## src/rtl/raycast_column_scheduler.sv

```systemverilog
// raycast_column_scheduler: frame sequencer for the slice-height calculator.
// Sweeps columns 0..NUM_COLS-1, issues one begin pulse per column, catches the
// rising edge of the calculator's end level, clamps the height, and hands
// {column, height} to the slice drawer over a valid/ready slot.  One pending
// register lets column n+1 compute while slice n waits on the drawer.
module raycast_column_scheduler #(
    parameter int NUM_COLS    = 160,
    parameter int HEIGHT_W    = 7,
    parameter int MAX_HEIGHT  = 120,
    parameter int TIMEOUT_CYC = 255
) (
    input  logic                clock,
    input  logic                resetn,
    input  logic                frame_start,
    input  logic signed [12:0]  playerX,
    input  logic signed [12:0]  playerY,
    input  logic signed [9:0]   angle_X,
    input  logic signed [9:0]   angle_Y,
    output logic signed [12:0]  calc_playerX,
    output logic signed [12:0]  calc_playerY,
    output logic signed [9:0]   calc_angle_X,
    output logic signed [9:0]   calc_angle_Y,
    output logic [7:0]          calc_column,
    output logic                calc_begin,
    input  logic                calc_end,
    input  logic [HEIGHT_W-1:0] calc_slice_size,
    output logic                slice_valid,
    input  logic                slice_ready,
    output logic [7:0]          slice_column,
    output logic [HEIGHT_W-1:0] slice_height,
    output logic                frame_busy,
    output logic                frame_done,
    output logic                err_timeout
);
    localparam int COL_W = 8;
    localparam int TMO_W = 8;

    typedef enum logic [2:0] {
        S_IDLE, S_LATCH, S_ISSUE, S_WAIT, S_HOLD, S_DONE
    } state_t;

    state_t              state;
    logic [COL_W-1:0]    col_cnt;
    logic [TMO_W-1:0]    tmo_cnt;
    logic [HEIGHT_W-1:0] pending;
    logic                calc_end_d;

    logic                cmpl;
    logic                slot_free;
    logic                last_col;
    logic                tmo_hit;
    logic [HEIGHT_W-1:0] clamped;

    // A held end level from the previous column must not count again, so
    // only the rising edge of calc_end marks completion.
    assign cmpl      = calc_end & ~calc_end_d;
    // Slot can take new data when empty or being drained this cycle.
    assign slot_free = ~slice_valid | slice_ready;
    assign last_col  = (col_cnt == COL_W'(NUM_COLS - 1));
    // Fires on the cycle the counter would reach TIMEOUT_CYC, so exactly
    // TIMEOUT_CYC cycles are spent waiting.
    assign tmo_hit   = (tmo_cnt == TMO_W'(TIMEOUT_CYC - 1));
    assign clamped   = (calc_slice_size > HEIGHT_W'(MAX_HEIGHT)) ?
                       HEIGHT_W'(MAX_HEIGHT) : calc_slice_size;

    // Delayed copy of calc_end for edge detection, tracked in every state.
    always_ff @(posedge clock or negedge resetn) begin
        if (!resetn) calc_end_d <= 1'b0;
        else         calc_end_d <= calc_end;
    end

    // Frame FSM with registered outputs; begin pulse and column are set on
    // entry to ISSUE so they are visible during the ISSUE cycle.
    always_ff @(posedge clock or negedge resetn) begin
        if (!resetn) begin
            state        <= S_IDLE;
            col_cnt      <= '0;
            tmo_cnt      <= '0;
            pending      <= '0;
            calc_playerX <= '0;
            calc_playerY <= '0;
            calc_angle_X <= '0;
            calc_angle_Y <= '0;
            calc_column  <= '0;
            calc_begin   <= 1'b0;
            slice_valid  <= 1'b0;
            slice_column <= '0;
            slice_height <= '0;
            frame_busy   <= 1'b0;
            frame_done   <= 1'b0;
            err_timeout  <= 1'b0;
        end else begin
            calc_begin <= 1'b0;
            frame_done <= 1'b0;
            // Drain on acceptance; a HOLD reload below overrides this.
            if (slice_valid && slice_ready) slice_valid <= 1'b0;

            case (state)
                S_IDLE: begin
                    if (frame_start) begin
                        err_timeout <= 1'b0;
                        col_cnt     <= '0;
                        frame_busy  <= 1'b1;
                        state       <= S_LATCH;
                    end
                end
                S_LATCH: begin
                    // Pose is frozen here so every column sees the same operands.
                    calc_playerX <= playerX;
                    calc_playerY <= playerY;
                    calc_angle_X <= angle_X;
                    calc_angle_Y <= angle_Y;
                    calc_begin   <= 1'b1;
                    calc_column  <= col_cnt;
                    state        <= S_ISSUE;
                end
                S_ISSUE: begin
                    tmo_cnt <= '0;
                    state   <= S_WAIT;
                end
                S_WAIT: begin
                    tmo_cnt <= tmo_cnt + 1'b1;
                    if (cmpl) begin
                        pending <= clamped;
                        state   <= S_HOLD;
                    end else if (tmo_hit) begin
                        // Dead calculator: emit an empty slice and keep sweeping.
                        pending     <= '0;
                        err_timeout <= 1'b1;
                        state       <= S_HOLD;
                    end
                end
                S_HOLD: begin
                    if (slot_free) begin
                        slice_valid  <= 1'b1;
                        slice_column <= col_cnt;
                        slice_height <= pending;
                        if (last_col) begin
                            state <= S_DONE;
                        end else begin
                            col_cnt     <= col_cnt + 1'b1;
                            calc_begin  <= 1'b1;
                            calc_column <= col_cnt + 1'b1;
                            state       <= S_ISSUE;
                        end
                    end
                end
                S_DONE: begin
                    // Frame ends only once the last slice has left the slot.
                    if (slot_free) begin
                        frame_done <= 1'b1;
                        frame_busy <= 1'b0;
                        state      <= S_IDLE;
                    end
                end
                default: state <= S_IDLE;
            endcase
        end
    end
endmodule

```

## config.mk

```make
export PLATFORM = sky130hd
export DESIGN_NAME = raycast_column_scheduler
export DESIGN_NICKNAME = d
export VERILOG_FILES = /design/src/rtl/raycast_column_scheduler.sv
export SDC_FILE = /design/constraint.sdc
export NUM_CORES = 1
export LEC_CHECK = 0
export ABC_AREA = 0
export CAP_MARGIN = 20
export CORE_MARGIN = 5
export CORE_UTILIZATION = 47
export DETAILED_ROUTE_END_ITERATION = 7
export PLACE_DENSITY_LB_ADDON = 0.05
export SLEW_MARGIN = 20
export SYNTH_ARGS = -nofsm -noshare
export SYNTH_HDL_FRONTEND = slang
export SYNTH_SLANG_ARGS = --single-unit
```

## constraint.sdc

```tcl
create_clock -name clock -period 2.13 [get_ports clock]
set_input_delay 0.426 -clock clock [delete_from_list [all_inputs] [get_ports clock]]
set_output_delay 0.426 -clock clock [all_outputs]
set_load 0.005 [all_outputs]
```

==> metrics.yaml, run 1 <==
max_freq_ghz: 0.498
rsz0062_at_grt: "no"
syn_inst: 323
max-slew-margin-rel: 0.662
synth_nets: 385
fillers: 693
synth_seq_area_share: 0.589
crit_arrival_ps: 2240
cp_slowest_cell: "dfrtp_1"
r2r_slack_ps: 120
antenna_found_initial: 0
hpwl_um: 7250
tns_ps: 0
cap_violations: 0
hold_slack_ps: 29.9
core_um2: 8810
die_w_um: 106
fp.dieArea_um2: 11100
crit_path_end_kind: "flip-flop"
slew_violations: 0
layout_common_cells: "clkdlybuf4s50_1, dfrtp_1, mux2_2, a21oi_1, buf_4"
finalCritPeriodShare: 0.942
final_nets: 526
avgSynthCellArea_um2: 13.3
start_util: 0.488
synth_cell_types: 45
synth-edff-count: 0
synth_ff_type: "dfrtp_1"
syn_area_um2: 4290
post-cts-setup-buffers: 0
yosysWarningCount: 0
async_flop_share: 1.00
p_per_area_nw_per_um2: 1250
cts_tree: "yes"
rows: 34
irDropWorstVdd_v: 0.000556
grt_pass1_vias: 3105
postRouteAntennaNets: 0
wl_um: 9580
num_io_pins: 132
dr.pass1.iters: 4
yosysTopAreaCell: "dfrtp_1"
drive_above_1_share: 0.205
power_leakage_uw: 0.00262
cp_cell_sequence: "ha_1 -> and4_1 -> a211oi_4 -> or2_1 -> mux2_1"
portBuffers: 131
wl_per_cell_um: 16.6
clk_latency_ps: 350
final_common_cell: "clkdlybuf4s50_1"
area_delta_synth_final_pct: 39.3
drc: 0
grt_max_degree: 39
die_h_um: 106
layout_setup_ws_ps: 123
worstPathRequired_ps: 2360
cts_resized: 0
antenna_cells: 0
cts_buffers: 9
cts_root_buffer: "clkbuf_8"
path_clk_slew_ps: 100
drtIter0Drc: 153
setup_viol: 0
cp_max_fo: 7
vias: 3053
dp_slack_ps: 125
gr-total-overflow: 0
grt_pass1_wl_um: 16200
critPathKind: "flip-flop to flip-flop"
period_needed_ps: 2010
slowest_delay_ps: 460
viasPerCell: 5.29
ys_ff_latch: 101
clock_path_buffers: 2
h-tree-depth: 3
synth.top_cells.by_area: "dfrtp_1, mux2_2, mux2_1"
final.setup_skew_ps: 11.7
outcome: "finished clean"
postCtsHoldBufs: 0
crit_path_start_kind: "flip-flop"
grt.total_usage: 0.179
hold_viol: 0
min-delay-path-class: "primary input to asynchronous set/reset pin"
yosysTopAreaCellShare: 0.589
gp_congestion: 0.858
clock-sinks: 101
worst_pin_slew_ps: 507
-- through the flow --
step,cell area (µm²),std cells,total power (µW),utilization
floorplan,4290,323,4590,-
global placement,5770,561,6240,0.656
detailed placement,5770,561,6340,0.656
CTS,5980,577,7600,0.679
global route,5980,577,8000,0.679
finish,5980,577,7480,0.679
-- per-layer routing --
layer | global-route usage | vias up | wire (µm)
met5 | 0 | - | 0
met4 | 0.0564 | 0 | 120
met3 | 0.0507 | 10 | 613
met2 | 0.281 | 109 | 4440
met1 | 0.244 | 1480 | 4400
li1 | - | 1454 | -
-- logic make-up after synthesis --
family,after synthesis,share of synthesized area
simple gates,73,0.0935
xor+xnor,6,0.0122
mux,69,0.180
fa+ha+maj,4,0.0117
compound gates,50,0.0854
buf+inv,20,0.0283
flops,101,0.589
-- Yosys cell counts, drive strengths merged, types with 5 or more instances --
| cell | instances |
|---|---|
| buf | 11 |
| nor3 | 11 |
| nor2 | 12 |
| nand2 | 13 |
| a21oi | 14 |
| nand3 | 8 |
| o21ai | 8 |
| dfrtp | 101 |
| nor3b | 5 |
| mux2 | 67 |
| xnor2 | 6 |
| a22o | 11 |
-- layout make-up --
type / count / area [µm²] / area share
Timing Repair Buffer: 145 / 1440 / 0.241
Inverter: 5 / 20.0 / 0.00335
Sequential cell: 101 / 2530 / 0.423
Multi-Input combinational cell: 202 / 1650 / 0.276
Tap cell: 108 / 135 / 0.0226
Clock inverter: 6 / 70.1 / 0.0117
Clock buffer: 10 / 138 / 0.0230
-- path summary, 6_finish.rpt --
kind / from / endpoint / cells after the start
setup / recovery: col_cnt[0] / calc_column[6] / 5
hold / removal: resetn / calc_angle_X[0] / 1
setup reg to reg: col_cnt[0] / calc_column[6] / 5
hold reg to reg: slice_column[1] / slice_column[1] / 1
max in group asynchronous: resetn / calc_column[2] / 2
min in group clock: slice_column[1] / slice_column[1] / 1
-- state kept, by name, summed over array words and instances, names as in the netlist --
name	flops
calc_angle_X	10
slice_valid	1
frame_done	1
calc_column	8
calc_begin	1
col_cnt	8
err_timeout	1
slice_column	8
tmo_cnt	8
slice_height	7
calc_end_d	1
calc_playerX	13
frame_busy	1
calc_playerY	13
calc_angle_Y	10
state	3
pending	7
-- worst max-delay path: cells and delay by family (launching register included) --
| kind | cells | cell delay [ps] |
|---|---|---|
| mux | 1 | 340 |
| fa+ha+maj | 1 | 270 |
| compound gates | 1 | 290 |
| flops | 1 | 460 |
| simple gates | 2 | 510 |
-- report_power, final --
part	switching [µW]	internal, µW	total (µW)
clock	658	586	1240
sequential	389	2660	3050
combinational	1140	2050	3190
total	2180	5300	7480
Power figures use the tool's default switching activity.
==> run 2: changes to the inputs <==
- clock period: 2.13 -> 2.15 ns (I/O delays scaled with it)
==> run 2 against run 1 <==
Final cell count grew 0.17%. Clock-buffer cell count grew 1. Global-route usage shrank 0.22 points. Sequential power is essentially flat. Clock power shrank 8%. Clock skew is essentially flat. Core utilization shrank 0.24 points. Critical endpoint is now calc_column[2]. Highest routed layer unchanged.
==> metrics.yaml, run 2 (synthesis gave the netlist of run 1 again) <==
seqCellArea_um2: 2530  # unchanged
clock-sinks: 101  # unchanged
crit_arrival_ps: 2230  # was 2240 ps
vias: 3055  # was 3,053
hpwl_um: 7190  # was 7250 µm
max_freq_ghz: 0.500  # was 0.498 GHz
p_int_uw: 5200  # was 5300 µW
cap_violations: 0  # unchanged
min-delay-path-class: "primary input to asynchronous set/reset pin"  # unchanged
fillers: 686  # was 693
grt_pass1_vias: 3126  # was 3,105
netSwitchingPower_uw: 2120  # was 2180 µW
multi_input_comb_area_um2: 1650  # unchanged
grt_pass1_wl_um: 15900  # was 16,200 µm
final.setup_skew_ps: 12.1  # was 11.7 ps
drive_above_1_share: 0.200  # was 0.205
cp_max_fo: 7  # unchanged
path_clk_slew_ps: 90  # was 100 ps
viasPerCell: 5.29  # about the same
portBuffers: 131  # unchanged
power_leakage_uw: 0.00260  # was 0.00262 µW
core_um2: 8810  # unchanged
gr-total-overflow: 0  # unchanged
worst_pin_slew_ps: 449  # was 507 ps
clock_path_buffers: 2  # unchanged
layout_common_cells: "clkdlybuf4s50_1, dfrtp_1, mux2_2, buf_4, a21oi_1"  # was clkdlybuf4s50_1, dfrtp_1, mux2_2, a21oi_1, buf_4
slowest_delay_ps: 460  # about the same
p_per_area_nw_per_um2: 1230  # was 1250 nW/µm²
die_h_um: 106  # unchanged
irDropWorstVdd_v: 0.000528  # was 0.000556 V
post-cts-setup-buffers: 0  # unchanged
seqPwrFrac: 0.412  # was 0.407
die_w_um: 106  # unchanged
start_util: 0.488  # unchanged
critPathBufInv: 0  # unchanged
final_common_cell: "clkdlybuf4s50_1"  # unchanged
critPathKind: "flip-flop to flip-flop"  # unchanged
rsz0062_at_grt: "no"  # unchanged
period_needed_ps: 2000  # was 2010 ps
antenna_cells: 0  # unchanged
postRouteAntennaNets: 0  # unchanged
rows: 34  # unchanged
largest_registers: "calc_playerX: 13 flops, calc_playerY: 13 flops"  # unchanged
antenna_found_initial: 0  # unchanged
final_nets: 528  # was 526
clk_latency_ps: 360  # was 350 ps
worstPathRequired_ps: 2380  # was 2360 ps
critical-path-top-delay-family: "simple AND/OR/NAND/NOR gates"  # unchanged
drtIter0Drc: 143  # was 153
grt_max_degree: 44  # was 39
switching_share: 0.290  # was 0.292
dr.pass1.iters: 4  # unchanged
wl_um: 9580  # about the same
hold_viol: 0  # unchanged
postPlaceCellArea_um2: 5770  # about the same
cp_cell_sequence: "ha_1 -> and4_1 -> a211oi_4 -> or2_1 -> mux2_1"  # unchanged
cts_buffers: 9  # unchanged
gp_congestion: 0.837  # was 0.858
h-tree-depth: 3  # unchanged
tns_ps: 0  # unchanged
cp_slowest_cell: "dfrtp_1"  # unchanged
power_frac_comb: 0.432  # was 0.426
final_cell_area_um2: 5960  # was 5980 µm²
crit_path_end_kind: "flip-flop"  # unchanged
num_io_pins: 132  # unchanged
p_clk_frac: 0.156  # was 0.166
cts_root_buffer: "clkbuf_8"  # unchanged
finalCritPeriodShare: 0.930  # was 0.942
cts_tree: "yes"  # unchanged
drc: 0  # unchanged
crit_path_start_kind: "flip-flop"  # unchanged
outcome: "finished clean"  # unchanged
setup_viol: 0  # unchanged
slew_violations: 0  # unchanged
grt.total_usage: 0.177  # was 0.179
max-slew-margin-rel: 0.700  # was 0.662
wl_per_cell_um: 16.6  # about the same
area_delta_synth_final_pct: 38.8  # was 39.3%
fp.dieArea_um2: 11100  # unchanged
## run 2: cell types whose count changed in the layout (fill, tap and decap cells not counted)
| cell | previous run | this run |
|---|---|---|
| clkinv_4 | 2 | 0 |
| clkbuf_1 | 0 | 2 |
| inv_6 | 2 | 0 |
| buf_4 | 13 | 15 |
| buf_12 | 2 | 1 |
| clkbuf_8 | 10 | 9 |
| clkinvlp_4 | 0 | 2 |
| dlygate4sd3_1 | 0 | 1 |
## run 2: what timing repair did
item,CTS,global route
hold endpoints to repair,19,0
hold buffers,1,0
resized for setup,0,0
endpoints found under the setup margin,0,0
## run 2: worst reg2reg max path: cells and delay by family (launching register included)
kind	cells	cell delay, ps
simple gates	2	510
flops	1	460
mux	1	340
fa+ha+maj	1	280
compound gates	1	280
## run 2: per-layer routing
metal | global-route usage | wire, µm | vias to the layer above
li1 | - | - | 1454
met1 | 0.242 | 4460 | 1493
met2 | 0.281 | 4500 | 100
met3 | 0.0538 | 561 | 8
met4 | 0.0389 | 65 | 0
met5 | 0 | 0 | -
## run 2: stage by stage
| stage | worst slack, ps | hold slack, ps | total power (µW) | util | instances |
|---|---|---|---|---|---|
| CTS | 152 | 477 | 7450 | 0.677 | 578 |
| floorplan | 274 | 134 | 4540 | - | 323 |
| global route | 43.8 | 498 | 7820 | 0.677 | 578 |
| finish | 151 | 488 | 7320 | 0.677 | 578 |
| detailed placement | 131 | 341 | 6290 | 0.655 | 562 |
| global placement | 173 | 337 | 6180 | 0.655 | 562 |
## run 2: cell type report
class / count / area share
Clock inverter: 4 / 0.00840
Sequential cell: 101 / 0.424
Timing Repair Buffer: 147 / 0.242
Multi-Input combinational cell: 202 / 0.277
Inverter: 5 / 0.00336
Clock buffer: 11 / 0.0220
Tap cell: 108 / 0.0227
## run 2: final timing paths
path | end | slack, ps | from | cells after the start
worst max-delay path | calc_column[2] | 150 | col_cnt[0] | 5
worst min-delay path | calc_angle_X[0] | 490 | resetn | 2
worst max register to register | calc_column[2] | 150 | col_cnt[0] | 5
worst min register to register | slice_column[0] | 500 | slice_column[0] | 2
max in group asynchronous | err_timeout | 1100 | resetn | 3
min in group clock | slice_column[0] | 500 | slice_column[0] | 2
## run 2: power groups by stage
| stage | clock, µW | combinational (µW) | sequential, µW |
|---|---|---|---|
| after floorplan | 0 | 1470 | 3080 |
| after global placement | 0 | 3150 | 3030 |
| after detailed placement | 0 | 3220 | 3060 |
| after CTS | 1190 | 3230 | 3030 |
| after global routing | 1270 | 3430 | 3120 |
| final | 1140 | 3170 | 3020 |
==> run 3: changes to the inputs <==
- CAP_MARGIN: 20 -> unset
- CTS_CLUSTER_DIAMETER: unset -> 80
- REMOVE_ABC_BUFFERS: unset -> 1
==> run 3 against run 2 <==
Clock power is 6% lower. First-iteration DRC count is 4.2% higher. Final cell count stayed put. Global-route usage is 0.12 points lower. Design area is 0.15% higher. Core utilization is 0.099 points higher. Sequential share of layout area is 0.062 points lower. Critical path type unchanged. Largest cell class unchanged.
==> metrics.yaml, run 3 (synthesis gave the netlist of run 1 again) <==
layout_common_cells: "clkdlybuf4s50_1, dfrtp_1, mux2_2, a21oi_1, buf_4"  # was clkdlybuf4s50_1, dfrtp_1, mux2_2, buf_4, a21oi_1
dp_slack_ps: 98.1  # was 131 ps
cp_slowest_cell: "dfrtp_1"  # unchanged
critPathBufInv: 0  # unchanged
h-tree-depth: 3  # unchanged
clock-sinks: 101  # unchanged
dp_cells: 562  # unchanged
num_io_pins: 132  # unchanged
antenna_found_initial: 0  # unchanged
final_common_cell: "clkdlybuf4s50_1"  # unchanged
hpwl_um: 7220  # was 7190 µm
postRouteAntennaNets: 0  # unchanged
wl_um: 9500  # was 9580 µm
final.setup_skew_ps: 12.4  # was 12.1 ps
finalCritPeriodShare: 0.914  # was 0.930
outcome: "finished clean"  # unchanged
grt_max_degree: 46  # was 44
final_cell_count_no_fill: 578  # unchanged
min-delay-path-class: "primary input to asynchronous set/reset pin"  # unchanged
p_int_uw: 5120  # was 5200 µW
rows: 34  # unchanged
cts_root_buffer: "clkbuf_8"  # unchanged
netSwitchingPower_uw: 2160  # was 2120 µW
die_w_um: 106  # unchanged
power_uw: 7280  # was 7320 µW
critPathKind: "flip-flop to flip-flop"  # unchanged
power_leakage_uw: 0.00261  # was 0.00260 µW
crit_path_end_kind: "flip-flop"  # unchanged
cts_tree: "yes"  # unchanged
worstPathRequired_ps: 2390  # was 2380 ps
largest_registers: "calc_playerX: 13 flops, calc_playerY: 13 flops"  # unchanged
slowest_delay_ps: 400  # was 460 ps
gp_congestion: 0.810  # was 0.837
seqPwrFrac: 0.415  # was 0.412
wl_per_cell_um: 16.4  # was 16.6 µm
hold_viol: 0  # unchanged
cts_resized: 0  # unchanged
p_clk_frac: 0.147  # was 0.156
drive_above_1_share: 0.204  # was 0.200
path_clk_slew_ps: 100  # was 90 ps
dr.pass1.iters: 4  # unchanged
final_util: 0.678  # was 0.677
worst_pin_slew_ps: 600  # was 449 ps
start_util: 0.488  # unchanged
die_h_um: 106  # unchanged
antenna_cells: 0  # unchanged
clock_path_buffers: 2  # unchanged
max_freq_ghz: 0.509  # was 0.500 GHz
fillers: 684  # was 686
cp_cell_sequence: "ha_1 -> and4_1 -> a211oi_4 -> or2_1 -> mux2_1"  # unchanged
grt_pass1_wl_um: 15900  # about the same
drtIter0Drc: 149  # was 143
clk_latency_ps: 360  # about the same
rsz0062_at_grt: "no"  # unchanged
slew_violations: 0  # unchanged
vias: 3081  # was 3,055
crit_arrival_ps: 2200  # was 2230 ps
cap_violations: 0  # unchanged
critical-path-top-delay-family: "simple AND/OR/NAND/NOR gates"  # unchanged
core_um2: 8810  # unchanged
post-cts-setup-buffers: 0  # unchanged
layout_setup_ws_ps: 186  # was 151 ps
drc: 0  # unchanged
crit_path_start_kind: "flip-flop"  # unchanged
cts_buffers: 9  # unchanged
final_nets: 527  # was 528
fp.dieArea_um2: 11100  # unchanged
irDropWorstVdd_v: 0.000481  # was 0.000528 V
p_per_area_nw_per_um2: 1220  # was 1230 nW/µm²
postCtsHoldBufs: 0  # was 1
max-slew-margin-rel: 0.600  # was 0.700
cp_max_fo: 5  # was 7
setup_viol: 0  # unchanged
switching_share: 0.296  # was 0.290
gr-total-overflow: 0  # unchanged
grt.total_usage: 0.176  # was 0.177
power_frac_comb: 0.437  # was 0.432
portBuffers: 131  # unchanged
tns_ps: 0  # unchanged
viasPerCell: 5.33  # was 5.29
period_needed_ps: 1960  # was 2000 ps
area_delta_synth_final_pct: 39.0  # was 38.8%
grt_pass1_vias: 3126  # unchanged
run 3: metrics by stage:
| stage | area, µm² | hold WS, ps |
|---|---|---|
| detailed placement | 5790 | 473 |
| global route | 5970 | 106 |
| global placement | 5790 | 468 |
| finish | 5970 | 61.6 |
| floorplan | 4190 | 134 |
| CTS | 5970 | 74.9 |
run 3: final timing paths:
path	from	end	slack, ps	cells past startpoint
worst max-delay path	col_cnt[0]	calc_column[6]	190	5
worst min-delay path	resetn	calc_angle_X[6]	60	1
worst max register to register	col_cnt[0]	calc_column[6]	190	5
worst min register to register	slice_column[0]	slice_column[0]	490	2
max in group asynchronous	resetn	pending[6]	1500	2
min in group clock	slice_column[0]	slice_column[0]	490	2
run 3: worst reg2reg max path: cells and delay by family (launching register included):
kind	cells	cell delay [ps]
simple gates	2	530
flops	1	400
compound gates	1	340
mux	1	340
fa+ha+maj	1	240
run 3: area by class of cell:
cell class / instances / area, µm² / area share
Clock buffer: 10 / 128 / 0.0214
Timing Repair Buffer: 146 / 1460 / 0.244
Clock inverter: 6 / 47.5 / 0.00797
Multi-Input combinational cell: 202 / 1650 / 0.277
Inverter: 5 / 20.0 / 0.00335
Tap cell: 108 / 135 / 0.0226
Sequential cell: 101 / 2530 / 0.423
run 3: power by group through the flow:
stage | registers (µW) | clock network (µW) | logic [µW]
5_1_grt | 3140 | 1210 | 3460
6_report | 3020 | 1070 | 3190
4_1_cts | 3040 | 1120 | 3250
3_3_place_gp | 3040 | 0 | 3170
3_5_place_dp | 3070 | 0 | 3250
2_1_floorplan | 3110 | 0 | 1350
run 3: metal layers:
layer / up-vias / part of all wire / GRT usage
li1: 1450 / - / -
met5: - / 0 / 0
met2: 122 / 0.47 / 0.286
met1: 1496 / 0.45 / 0.235
met3: 13 / 0.070 / 0.0422
met4: 0 / 0.015 / 0.0546
